<file path="src/rtl/fpadd_issue_ctrl.sv">
// Issue stage for the single-precision fpadd core: operand FIFO, one-op-in-flight
// sequencer with stale-done guard and watchdog abort, valid/ready result port.
module fpadd_issue_ctrl #(
  parameter int DEPTH   = 4,
  parameter int TIMEOUT = 63
) (
  input  logic        clk,
  input  logic        reset,
  input  logic        in_valid,
  output logic        in_ready,
  input  logic [31:0] in_a,
  input  logic [31:0] in_b,
  output logic        fp_start,
  output logic [31:0] fp_a,
  output logic [31:0] fp_b,
  input  logic        fp_done,
  input  logic [31:0] fp_sum,
  output logic        out_valid,
  input  logic        out_ready,
  output logic [31:0] out_sum,
  output logic        out_err,
  output logic        busy,
  output logic [2:0]  dbg_state_o
);

  localparam int AW = (DEPTH > 1) ? $clog2(DEPTH) : 1;
  localparam int CW = $clog2(DEPTH + 1);
  localparam logic [CW-1:0] FULL_CNT = CW'(DEPTH);
  localparam logic [7:0]    WD_LAST  = 8'(TIMEOUT - 1);
  localparam logic [31:0]   QNAN     = 32'h7FC0_0000;

  typedef enum logic [2:0] {
    S_IDLE  = 3'd0,
    S_ISSUE = 3'd1,
    S_GUARD = 3'd2,
    S_WAIT  = 3'd3,
    S_OUT   = 3'd4
  } state_t;

  // Handshakes: a transfer happens on a rising edge where valid && ready are both high;
  // valid never depends on ready, and a presented result stays stable until taken.

  logic [31:0]   mem_a_q [DEPTH];
  logic [31:0]   mem_b_q [DEPTH];
  logic [AW-1:0] wr_ptr_q, rd_ptr_q;
  logic [CW-1:0] count_q;
  state_t        state_q, state_d;
  logic [7:0]    wdog_q, wdog_d;
  logic          fp_start_q, fp_start_d;
  logic [31:0]   fp_a_q, fp_a_d, fp_b_q, fp_b_d;
  logic          out_valid_q, out_valid_d;
  logic [31:0]   out_sum_q, out_sum_d;
  logic          out_err_q, out_err_d;
  logic          push, pop;

  assign in_ready = (count_q != FULL_CNT);
  assign push     = in_valid && in_ready;
  assign pop      = (state_q == S_IDLE) && (count_q != '0);

  always_ff @(posedge clk) begin
    if (push) begin
      mem_a_q[wr_ptr_q] <= in_a;
      mem_b_q[wr_ptr_q] <= in_b;
    end
  end

  always_ff @(posedge clk) begin
    if (reset) begin
      wr_ptr_q <= '0;
      rd_ptr_q <= '0;
      count_q  <= '0;
    end else begin
      if (push) wr_ptr_q <= wr_ptr_q + 1'b1;
      if (pop)  rd_ptr_q <= rd_ptr_q + 1'b1;
      case ({push, pop})
        2'b10:   count_q <= count_q + 1'b1;
        2'b01:   count_q <= count_q - 1'b1;
        default: count_q <= count_q;
      endcase
    end
  end

  always_comb begin
    state_d     = state_q;
    wdog_d      = wdog_q;
    fp_start_d  = 1'b0;
    fp_a_d      = fp_a_q;
    fp_b_d      = fp_b_q;
    out_valid_d = out_valid_q;
    out_sum_d   = out_sum_q;
    out_err_d   = out_err_q;
    case (state_q)
      S_IDLE: begin
        if (pop) begin
          fp_a_d     = mem_a_q[rd_ptr_q];
          fp_b_d     = mem_b_q[rd_ptr_q];
          fp_start_d = 1'b1;
          state_d    = S_ISSUE;
        end
      end
      S_ISSUE: state_d = S_GUARD;
      // fp_done may still be high from the previous op; it is only trusted from WAIT on.
      S_GUARD: begin
        wdog_d  = '0;
        state_d = S_WAIT;
      end
      S_WAIT: begin
        if (fp_done) begin
          out_sum_d   = fp_sum;
          out_err_d   = 1'b0;
          out_valid_d = 1'b1;
          state_d     = S_OUT;
        end else if (wdog_q == WD_LAST) begin
          out_sum_d   = QNAN;
          out_err_d   = 1'b1;
          out_valid_d = 1'b1;
          state_d     = S_OUT;
        end else begin
          wdog_d = wdog_q + 1'b1;
        end
      end
      S_OUT: begin
        if (out_ready) begin
          out_valid_d = 1'b0;
          state_d     = S_IDLE;
        end
      end
      default: state_d = S_IDLE;
    endcase
  end

  always_ff @(posedge clk) begin
    if (reset) begin
      state_q     <= S_IDLE;
      wdog_q      <= '0;
      fp_start_q  <= 1'b0;
      fp_a_q      <= '0;
      fp_b_q      <= '0;
      out_valid_q <= 1'b0;
      out_sum_q   <= '0;
      out_err_q   <= 1'b0;
    end else begin
      state_q     <= state_d;
      wdog_q      <= wdog_d;
      fp_start_q  <= fp_start_d;
      fp_a_q      <= fp_a_d;
      fp_b_q      <= fp_b_d;
      out_valid_q <= out_valid_d;
      out_sum_q   <= out_sum_d;
      out_err_q   <= out_err_d;
    end
  end

  assign fp_start    = fp_start_q;
  assign fp_a        = fp_a_q;
  assign fp_b        = fp_b_q;
  assign out_valid   = out_valid_q;
  assign out_sum     = out_sum_q;
  assign out_err     = out_err_q;
  assign busy        = (count_q != '0) || (state_q != S_IDLE);
  assign dbg_state_o = state_q;

endmodule
</file>
<file path="config.mk">
export PLATFORM = sky130hd
export DESIGN_NAME = fpadd_issue_ctrl
export DESIGN_NICKNAME = d
export VERILOG_FILES = /design/src/rtl/fpadd_issue_ctrl.sv
export SDC_FILE = /design/constraint.sdc
export NUM_CORES = 1
export LEC_CHECK = 0
export ABC_AREA = 1
export CORE_MARGIN = 1
export CORE_UTILIZATION = 40
export CTS_CLUSTER_SIZE = 20
export DETAILED_ROUTE_END_ITERATION = 12
export MAX_ROUTING_LAYER = met4
export SYNTH_ARGS = -nofsm -noshare
export SYNTH_HDL_FRONTEND = slang
export SYNTH_SLANG_ARGS = --single-unit
</file>
<file path="constraint.sdc">
create_clock -name clk -period 4.9 [get_ports clk]
set_clock_uncertainty 0.15 [all_clocks]
set_input_delay 1.225 -clock clk [delete_from_list [all_inputs] [get_ports clk]]
set_output_delay 1.225 -clock clk [all_outputs]
set_load 0.05 [all_outputs]
</file>
==> results.cfg, run 1 <==
[power_and_ir_drop]
peakVddDrop_mv = 0.277
power_density_nw_per_um2 = 566
combPwrFrac = 0.285
power_frac_seq = 0.413
switchingPower_mw = 3.44
clkPwrFrac = 0.303
netSwitchingFraction = 0.345
p_int_mw = 6.54
p_leak_nw = 6.05

[timing]
drv_slew = 0
relSlewSlack = 0.216
final.min_clock_period_ns = 3.53
fmax_mhz = 283
tightest_slew_ns = 1.18
setup_slack_ns = 1.37
finalCritPeriodShare = 0.720
rsz0062_at_grt = false
setup_viol_count_final = 0
fin_setup_tns_ns = 0
hold_violations = 0

[clock_tree]
clock_path_buffers = 3
cts_tree = done
cts_setup_buffers = 0
htreeDepth = 2
clk_pin_slew_worst_paths_ns = 0.06
cts_buffers = 40
clock_sinks = 373
ctsResizeCount = 0
cts_hold_buf = 0
cts_root_buffer = clkbuf_16
clock_latency_ns = 0.53

[floorplanning]
die_w_um = 188
die_y_um = 188
core_um2 = 33800
top_level_ports = 205
dieArea_um2 = 35400
rows = 67
start_util = 0.411

[synth]
synth_top_family_by_area = compound AO/OA/AOI/OAI gates
synth-main-ff-cell = edfxtp_1
yosysMostFrequentCell = nor2_1
synthMuxAreaShare = 0
synth-simple-area-share = 0.108
synth-compound-area-share = 0.123
synth_edf_count = 256
syn_area_um2 = 13900
yosysTopAreaCell = edfxtp_1
async_reset_ff_frac = 0
syn-instance-count = 1207
synth_xor_area_frac = 0.000631
syn-num-nets = 1316
synthTopCellsByCount = nor2_1, edfxtp_1, o21ai_0
synth_warnings = 0
ys_seq_area_frac = 0.723
synth_area_leaders = edfxtp_1, dfxtp_1, nor2_1, o21ai_0, a31oi_1
synthAdderAreaFrac = 0.00776
syn_avg_cell_area_um2 = 11.5
yosysTopAreaCellShare = 0.554
yosys.cell_types.count = 27
ys_seq_elements = 373

[critical_path]
endpoint_kind = output pin
crit_slowest_cell = clkdlybuf4s50_1
arrival_ns = 2.16
reg2reg_setup_slack_ns = 1.95
crit_buf_inv = 1
rr_worst_depth = 7
worstPathMaxFanout = 4
critPathLaunch = count_q[0]
critical_path_class = reg -> out
cp.required_ns = 3.52
rr_startpoint = dbg_state_o[2]
slowest_delay_ns = 0.75
path_delay_family = buffers and inverters
worst_r2r_endpoint = fp_b[26]
crit_chain = nor3_1 -> nand2_1 -> clkdlybuf4s50_1
cp-start-kind = flop

[grt]
antenna_found_initial = 3
grt_util_met1 = 0.243
grt_use_met2 = 0.306
grtUsageMet3 = 0.0356
grt_pass1_vias = 9338
grtUsageTotal = 0.189
grt_first_pass_wirelength_mm = 51.2
grt_max_degree = 106
busiest_layer = met2
overflow = 0

[placed_design]
dpl.hpwl_mm = 18.1
dpl_worst_slack_ns = 1.28
place.gp.congestion = 0.809
portBuffers = 204

[cells_and_area]
drive_gt1_frac = 0.0625
syn2layout_area_growth_pct = 27.2
nets = 1500

[hold_path]
hold_start = out_sum[23]
holdPathEnd = out_sum[23]
min-delay-path-class = reg -> reg
whs_path_depth = 2

[run]
maxCapViolCount = 0

[route]
post_drt_wl_per_cell_um = 17.2
drtAntennaViolNets = 0
wl_mm = 32.2
dr.pass1.iters = 5
avgViaCountPerCell = 4.97
vias = 9322
drcViolationCount = 0
drt_iter0_markers = 489

[outcome]
status = finished, final reports clean
area by class of cell:
cell class,count,area [um2]
inverter,43,164
clock inverter,17,213
antenna,3,7.51
sequential,373,10000
fill,2861,16100
clock buffer,57,1120
multi-input combinational,717,3350
timing repair buffer,216,2180
tap,448,561
logic make-up (layout without fill, tap and decap cells):
| kind of cell | after synthesis | count (layout) |
|---|---|---|
| and+or+nand+nor | 384 | 384 |
| adders and majority gates | 8 | 8 |
| AOI/OAI and AO/OA | 324 | 324 |
| DFF | 373 | 373 |
| buffers and inverters | 117 | 333 |
| xor gates and xnor gates | 1 | 1 |
| other | 0 | 3 |
stage by stage:
stage	hold WS, ns	cells	util	power, mW	instance area (um2)
finish	0.298	1874	0.522	9.98	17600
global route	0.312	1874	0.522	10.5	17600
CTS	0.300	1871	0.522	10.1	17600
detailed placement	0.290	1797	0.482	7.06	16300
global placement	0.286	1797	0.482	7.02	16300
floorplan	0.294	1207	-	6.13	13900
registers in the layout, summed over array words and instances, names as in the netlist, 3 cells and up:
signal and flops:
mem_b_q 128, mem_a_q 128, count_q 3, out_sum 32, fp_a 32, wdog_q 8, dbg_state_o 3, fp_b 32
worst max-delay path by stage:
stage | cells after the start | endpoint | slack, ns
after floorplan | 2 | mem_a_q[0][0] | 0.15
after global placement | 9 | count_q[2] | 1.26
after detailed placement | 4 | mem_b_q[0][27] | 1.28
after CTS | 3 | busy | 1.36
after global routing | 3 | busy | 1.29
final | 3 | busy | 1.37
routing by layer:
metal | up-vias | share of wire
met3 | 37 | 0.056
met1 | 4423 | 0.46
met4 | 0 | 0.014
li1 | 4604 | -
met2 | 258 | 0.47
met5 | - | 0
placed cells by master (no fill, tap or decap), types with 26 or more instances in the layout:
cell type	count
nor2_1	277
edfxtp_1	256
clkdlybuf4s50_1	204
o21ai_0	185
dfxtp_1	115
nand2_1	78
a31oi_1	64
a21oi_1	48
clkbuf_16	40
inv_1	38
o21ai_1	26
power groups by stage:
stage / logic [mW] / clock network (mW) / registers, mW
after floorplan: 1.39 / 0 / 4.74
after CTS: 2.88 / 3.08 / 4.13
after global placement: 2.84 / 0 / 4.18
final: 2.84 / 3.02 / 4.12
after detailed placement: 2.87 / 0 / 4.19
after global routing: 3.12 / 3.22 / 4.17
tightest hold or removal path, cell delays in order (launching register included):
cell	delay (ns)
dfxtp_1	0.31
inv_1	0.04
a21oi_1	0.05
Power figures use the tool's default switching activity.
==> run 2, diff against run 1 <==
clock period = 3.65 ns   (was 4.9 ns; I/O delays follow)
==> run 2 against run 1 <==
  * Critical path depth unchanged
  * Register-to-register slack got worse by 0.85 ns
  * Die area unchanged
  * Highest routed layer unchanged
  * Clock power increased by 24%
  * Core utilization decreased by 0.18 points
  * Routed wire length increased by 0.70%
  * Sequential share of layout area increased by 0.20 points
  * Non-clock buffer count increased by 8
  * Critical endpoint unchanged
==> results.cfg, run 2 (synthesis gave the netlist of run 1 again) <==
[floorplanning]
die_w_um = 188
dieArea_um2 = 35400
rows = 67
start_util = 0.411
top_level_ports = 205
die_y_um = 188
core_um2 = 33800

[clock_tree]
clock_path_buffers = 3
cts_hold_buf = 0
ctsResizeCount = 0
cts_tree = done
clock_latency_ns = 0.52
clock_sinks = 373
htreeDepth = 2
cts_setup_buffers = 0
clk_pin_slew_worst_paths_ns = 0.06
cts_buffers = 40
cts_root_buffer = clkbuf_16

[placed_design]
dp_cells = 1805
portBuffers = 204
place.gp.congestion = 0.807
dpl_worst_slack_ns = 0.903
dpl.hpwl_mm = 18.7

[grt]
grt_pass1_vias = 9351
grtUsageTotal = 0.189
grt_max_degree = 87
grt_first_pass_wirelength_mm = 51.0
overflow = 0
antenna_found_initial = 3

[power_and_ir_drop]
peakVddDrop_mv = 0.500
netSwitchingFraction = 0.348
power_frac_seq = 0.418
p_leak_nw = 6.02
combPwrFrac = 0.296
switchingPower_mw = 4.57
clkPwrFrac = 0.286
p_int_mw = 8.55
power_density_nw_per_um2 = 746

[cells_and_area]
drive_gt1_frac = 0.0596
multi_input_area_um2 = 3350
regArea_um2 = 10000
mostFrequentLayoutCells = nor2_1, edfxtp_1, clkdlybuf4s50_1
nets = 1508
fin_cells = 1876
nFillCells = 2887
largestRegisters = mem_a_q (128), mem_b_q (128)
layout_commonest_cell = nor2_1
syn2layout_area_growth_pct = 26.7

[critical_path]
critical_path_class = reg -> out
arrival_ns = 2.14
endpoint_kind = output pin
rr_startpoint = dbg_state_o[2]
rr_worst_depth = 10
reg2reg_setup_slack_ns = 1.10
worstPathMaxFanout = 4
worst_r2r_endpoint = count_q[2]
cp-start-kind = flop
cp.required_ns = 2.59

[timing]
fin_setup_tns_ns = 0
tightest_slew_ns = 0.883
final.min_clock_period_ns = 3.20
fmax_mhz = 312
hold_violations = 0
rsz0062_at_grt = false
setup_slack_ns = 0.448
relSlewSlack = 0.412
finalCritPeriodShare = 0.877
setup_viol_count_final = 0
drv_slew = 0

[route]
vias = 9423
drcViolationCount = 0
wl_mm = 32.4
post_drt_wl_per_cell_um = 17.3
drtAntennaViolNets = 0
drt_iter0_markers = 568
dr.pass1.iters = 4
avgViaCountPerCell = 5.02

[hold_path]
min-delay-path-class = reg -> reg
holdPathEnd = out_sum[23]
hold_start = out_sum[23]
whs_path_depth = 2

[run]
maxCapViolCount = 0

[outcome]
status = finished, final reports clean
==> run 2: cell types whose count changed in the layout (fill, tap and decap cells not counted) <==
cell / change
inv_16: -1
bufinv_16: -3
clkbuf_8: -5
clkinv_2: -4
clkbuf_1: +5
clkinv_1: +1
buf_4: +7
clkbuf_16: +2
clkinvlp_4: -1
buf_12: +1
==> run 2: worst max path at each step <==
stage                         from       endpoint  depth (start not counted)
CTS                     count_q[0]           busy                          3
global route        dbg_state_o[2]           busy                          5
finish                  count_q[0]           busy                          3
detailed placement        in_valid     count_q[2]                          9
floorplan               count_q[1]  mem_a_q[0][0]                          4
global placement          in_valid     count_q[2]                          9
==> run 2: per-stage QoR <==
stage	power, mW	utilization	instance area [um2]	hold slack [ns]
2_1_floorplan	8.23	-	13900	0.294
3_3_place_gp	9.46	0.484	16400	0.287
3_5_place_dp	9.49	0.484	16400	0.290
4_1_cts	13.3	0.520	17600	0.299
5_1_grt	13.8	0.520	17600	0.320
6_report	13.1	0.520	17600	0.297
==> run 2: critical path, stage by stage, from the launching register on <==
cell             delay (ns)
dfxtp_1                0.33
nor3_1                 0.42
nand2_1                0.13
clkdlybuf4s50_1        0.74
==> run 2: routing by layer <==
layer / wire length [um] / global-route usage
met5: 0 / -
met4: 584 / 0.0472
met3: 1860 / 0.0341
met2: 15400 / 0.310
met1: 14600 / 0.242
==> run 2: cell type report <==
| cell class | instances | share of cell area |
|---|---|---|
| clock inverter | 9 | 0.00448 |
| inverter | 43 | 0.00932 |
| tap | 448 | 0.0319 |
| timing repair buffer | 224 | 0.128 |
| clock buffer | 59 | 0.0640 |
| antenna | 3 | 0.000427 |
| multi-input combinational | 717 | 0.191 |
| sequential | 373 | 0.571 |
==> run 2: power by group through the flow <==
stage / registers, mW / logic (mW) / clock network [mW]
4_1_cts: 5.49 / 3.93 / 3.83
6_report: 5.48 / 3.89 / 3.75
3_5_place_dp: 5.58 / 3.92 / 0
5_1_grt: 5.55 / 4.27 / 4.02
3_3_place_gp: 5.57 / 3.89 / 0
2_1_floorplan: 6.37 / 1.87 / 0
==> run 3, diff against run 2 <==
CTS_CLUSTER_DIAMETER = 200   (was unset)
==> run 3 against run 2 <==
  * Combinational power hardly changed
  * Critical path depth stayed put
  * Register-to-register slack worse by 0.02 ns
  * Non-clock buffer count stayed put
  * Clock-buffer cell count is 21 lower
  * Die area stayed put
  * Worst hold slack better by 0.0038 ns
  * Design area is 3.2% lower
  * Total power is 9.6% lower
  * Global-route usage is 0.41 points lower
  * Final cell count is 1.4% lower
  * Routed wire length is 1.1% lower
  * Largest cell class unchanged
==> results.cfg, run 3 (synthesis gave the netlist of run 1 again) <==
[floorplanning]
top_level_ports = 205
core_um2 = 33800
die_y_um = 188
rows = 67
start_util = 0.411
dieArea_um2 = 35400
die_w_um = 188

[power_and_ir_drop]
p_int_mw = 7.50
clkPwrFrac = 0.211
power.total_mw = 11.9
netSwitchingFraction = 0.368
power_frac_seq = 0.462
power_density_nw_per_um2 = 697
peakVddDrop_mv = 0.504
p_leak_nw = 5.75
switchingPower_mw = 4.36
combPwrFrac = 0.328

[timing]
fmax_mhz = 314
finalCritPeriodShare = 0.874
setup_viol_count_final = 0
fin_setup_tns_ns = 0
setup_slack_ns = 0.461
relSlewSlack = 0.412
drv_slew = 0
rsz0062_at_grt = false
tightest_slew_ns = 0.882
final.min_clock_period_ns = 3.19
hold_violations = 0

[route]
drt_iter0_markers = 713
avgViaCountPerCell = 5.01
post_drt_wl_per_cell_um = 17.4
wl_mm = 32.1
dr.pass1.iters = 4
drtAntennaViolNets = 0
vias = 9272
drcViolationCount = 0

[placed_design]
place.gp.congestion = 0.807
dpl.hpwl_mm = 18.7
portBuffers = 204
dpl_worst_slack_ns = 0.903
postPlaceCellArea_um2 = 16400
dp_cells = 1805

[clock_tree]
clock_latency_ns = 0.55
cts_hold_buf = 0
htreeDepth = 1
cts_setup_buffers = 0
cts_tree = done
clock_path_buffers = 3
clk_pin_slew_worst_paths_ns = 0.09
ctsResizeCount = 0
clock_sinks = 373
cts_root_buffer = clkbuf_16
cts_buffers = 22

[critical_path]
endpoint_kind = output pin
cp.required_ns = 2.59
arrival_ns = 2.13
critical_path_class = reg -> out
worstPathMaxFanout = 4
rr_worst_depth = 10
cp-start-kind = flop

[cells_and_area]
final_area_um2 = 17000
drive_gt1_frac = 0.0444
largestRegisters = mem_a_q (128), mem_b_q (128)
fin_cells = 1849
nets = 1490
layout_commonest_cell = nor2_1
mostFrequentLayoutCells = nor2_1, edfxtp_1, clkdlybuf4s50_1
syn2layout_area_growth_pct = 22.7

[run]
maxCapViolCount = 0

[grt]
grtUsageTotal = 0.185
antenna_found_initial = 3
overflow = 0
grt_max_degree = 87
grt_first_pass_wirelength_mm = 50.2
grt_pass1_vias = 9111

[hold_path]
min-delay-path-class = reg -> reg
whs_path_depth = 2

[outcome]
status = finished, final reports clean
-- run 3: worst max-delay path, cell delays in order (launching register included) --
cell and delay, ns:
dfxtp_1 0.34, nor3_1 0.40, nand2_1 0.13, clkdlybuf4s50_1 0.74
-- run 3: worst paths after layout --
| path | startpoint | endpoint | slack [ns] |
|---|---|---|---|
| max | count_q[0] | busy | 0.46 |
| min | out_sum[23] | out_sum[23] | 0.30 |
| max reg2reg | dbg_state_o[2] | count_q[2] | 1.08 |
| min reg2reg | out_sum[23] | out_sum[23] | 0.30 |
-- run 3: cell type report --
class / count / area, um2
fillers: 2919 / 16800
flip-flops and latches: 373 / 10000
multi-input cells: 717 / 3350
repair buffers: 224 / 2250
clock buffers: 38 / 611
well taps: 448 / 561
inverters: 43 / 164
clock inverters: 2 / 25.0
diodes: 4 / 10.0
-- run 3: power groups by stage --
stage                     combinational, mW  sequential (mW)  clock [mW]
after floorplan                        1.87             6.37           0
after global placement                 3.89             5.57           0
after detailed placement               3.92             5.58           0
after CTS                              3.93             5.48        2.57
after global routing                   4.27             5.54        2.71
final                                  3.88             5.47        2.50
-- run 3: metrics by stage --
step           hold slack (ns)  utilization
2_1_floorplan            0.294            -
3_3_place_gp             0.287        0.484
3_5_place_dp             0.290        0.484
4_1_cts                  0.304        0.503
5_1_grt                  0.325        0.504
6_report                 0.301        0.504
-- run 3: per-layer routing --
| metal | GRT usage | part of all wire |
|---|---|---|
| met1 | 0.240 | 0.46 |
| met2 | 0.310 | 0.48 |
| met3 | 0.0270 | 0.051 |
| met4 | 0.0363 | 0.014 |
| met5 | - | 0 |
==> RTL edit (flow settings as in run 2) <==
`out_sum_q` no longer has a reset.
--- a/src/rtl/fpadd_issue_ctrl.sv
+++ b/src/rtl/fpadd_issue_ctrl.sv
@@ -137,7 +137,6 @@
       fp_a_q      <= '0;
       fp_b_q      <= '0;
       out_valid_q <= 1'b0;
-      out_sum_q   <= '0;
       out_err_q   <= 1'b0;
     end else begin
       state_q     <= state_d;
@@ -146,9 +145,12 @@
       fp_a_q      <= fp_a_d;
       fp_b_q      <= fp_b_d;
       out_valid_q <= out_valid_d;
-      out_sum_q   <= out_sum_d;
       out_err_q   <= out_err_d;
     end
+  end
+
+  always_ff @(posedge clk) begin
+    out_sum_q <= out_sum_d;
   end
 
   assign fp_start    = fp_start_q;
Check against the original RTL: same outputs for any inputs over 4 cycles, from zero or initial values and one cycle with reset high; that may be too few to reach the edited logic, so the function may still have changed.
==> RTL edit against run 2 <==
  * Setup slack better by 0.061 ns
  * First-iteration DRC count down 21%
  * Critical path type unchanged
  * Sequential cell count unchanged
  * Wire length down 4.3%
  * Combinational power up 26%
  * Non-clock buffer count unchanged
  * Via count down 4.6%
  * Clock power up 3%
  * Total power up 11%
  * Die area up 0.77%
  * Sequential share of layout area up 0.98 points
  * Area after synthesis up 0.78%
  * Design area up 1.5%
==> RTL edit: results (changes against run 2) <==
[yosys]
synth_top_cells_by_area=edfxtp_1, dfxtp_1, nor2_1
syn_nets=1271  ; -3.4%
avgSynthCellArea_sq_um=12.0  ; +4.7%
ys_top_cells_by_count=edfxtp_1, nor2_1, o21ai_1
synth_compound_area_frac=0.108  ; -0.0149
synth_xor_area_frac=0.000627  ; -0.00000486
synth-edff-count=288  ; +13%
synth-seq-area-share=0.740  ; +0.0173
synth_cell_types=29  ; +7.4%

[setup_path]
reg2reg_slack_ns=1.31  ; +0.21 ns
cp_max_fo=5  ; +1
worst_r2r_endpoint=fp_a[7]

[worst_hold_path]
min_to=out_err
min_from=out_err

[routing]
first_pass_iters=5  ; +1
first_iter_violations=446  ; -21%
via_per_inst=4.87  ; -3.1%
wirelength_microns=31000  ; -4.3%

[cts]
numCtsBuffers=39  ; -2.5%

[cells_and_area]
utilization=0.518  ; -0.00278
drive_gt1_frac=0.0756  ; +0.0160
nClkBuffers=53  ; -10%
buf_share=0.129  ; +0.000269
nNetsFinal=1467  ; -2.7%
clockNetworkAreaShare=0.0716  ; +0.00316
n_all_inverters=61  ; +42%
seqCellArea_sq_um=10400  ; +3.2%
fill_cells=2968  ; +2.8%
multi_input_area_share=0.174  ; -0.0170

[run_status]
status=complete, no violations

[place]
place.gp.congestion=0.817  ; +1.3%
dpl_cell_area_sq_um=16500  ; +1.1%

[sta]
slew_headroom=0.369  ; -0.0422

[global_route]
use_met3=0.0473  ; +0.0132
grt_use_total=0.181  ; -0.00765
grt_start_max_net_pins=131  ; +51%
met2_usage=0.299  ; -0.0110
grt_pass1_wl_microns=48800  ; -4.3%

[power_and_ir_drop]
pwr-share-clk=0.266  ; -0.020
ir_drop_v=0.000700  ; +40%
pwr-share-comb=0.336  ; +0.040
p_leak_nw=6.30  ; +4.6%
pg_clk_mw=3.87  ; +3%

[floorplanning]
die-area_sq_um=35700  ; +0.77%

==> RTL edit: cell count changes in the layout (fill, tap and decap cells not counted), sizes merged, moves of 3 or more <==
cell,change
clkinv,+5
inv,+17
a21oi,-32
clkbuf,-6
edfxtp,+32
o21ai,-7
nand2,-25
dfxtp,-32
clkinvlp,+3
or2,+9
==> RTL edit: worst max-delay path by stage <==
| stage | start | to | slack (ns) | depth (start not counted) |
|---|---|---|---|---|
| after global routing | dbg_state_o[2] | busy | 0.41 | 5 |
| after floorplan | count_q[1] | mem_a_q[0][0] | -0.84 | 4 |
| final | dbg_state_o[2] | busy | 0.51 | 5 |
| after global placement | in_valid | count_q[2] | 0.83 | 9 |
| after CTS | dbg_state_o[1] | busy | 0.48 | 5 |
| after detailed placement | in_valid | mem_b_q[3][4] | 0.82 | 5 |
==> RTL edit: metal layers <==
layer	wire, microns	vias to the layer above
met4	741	0
met2	14900	252
met1	13100	4193
li1	-	4488
met3	2270	54
met5	0	-
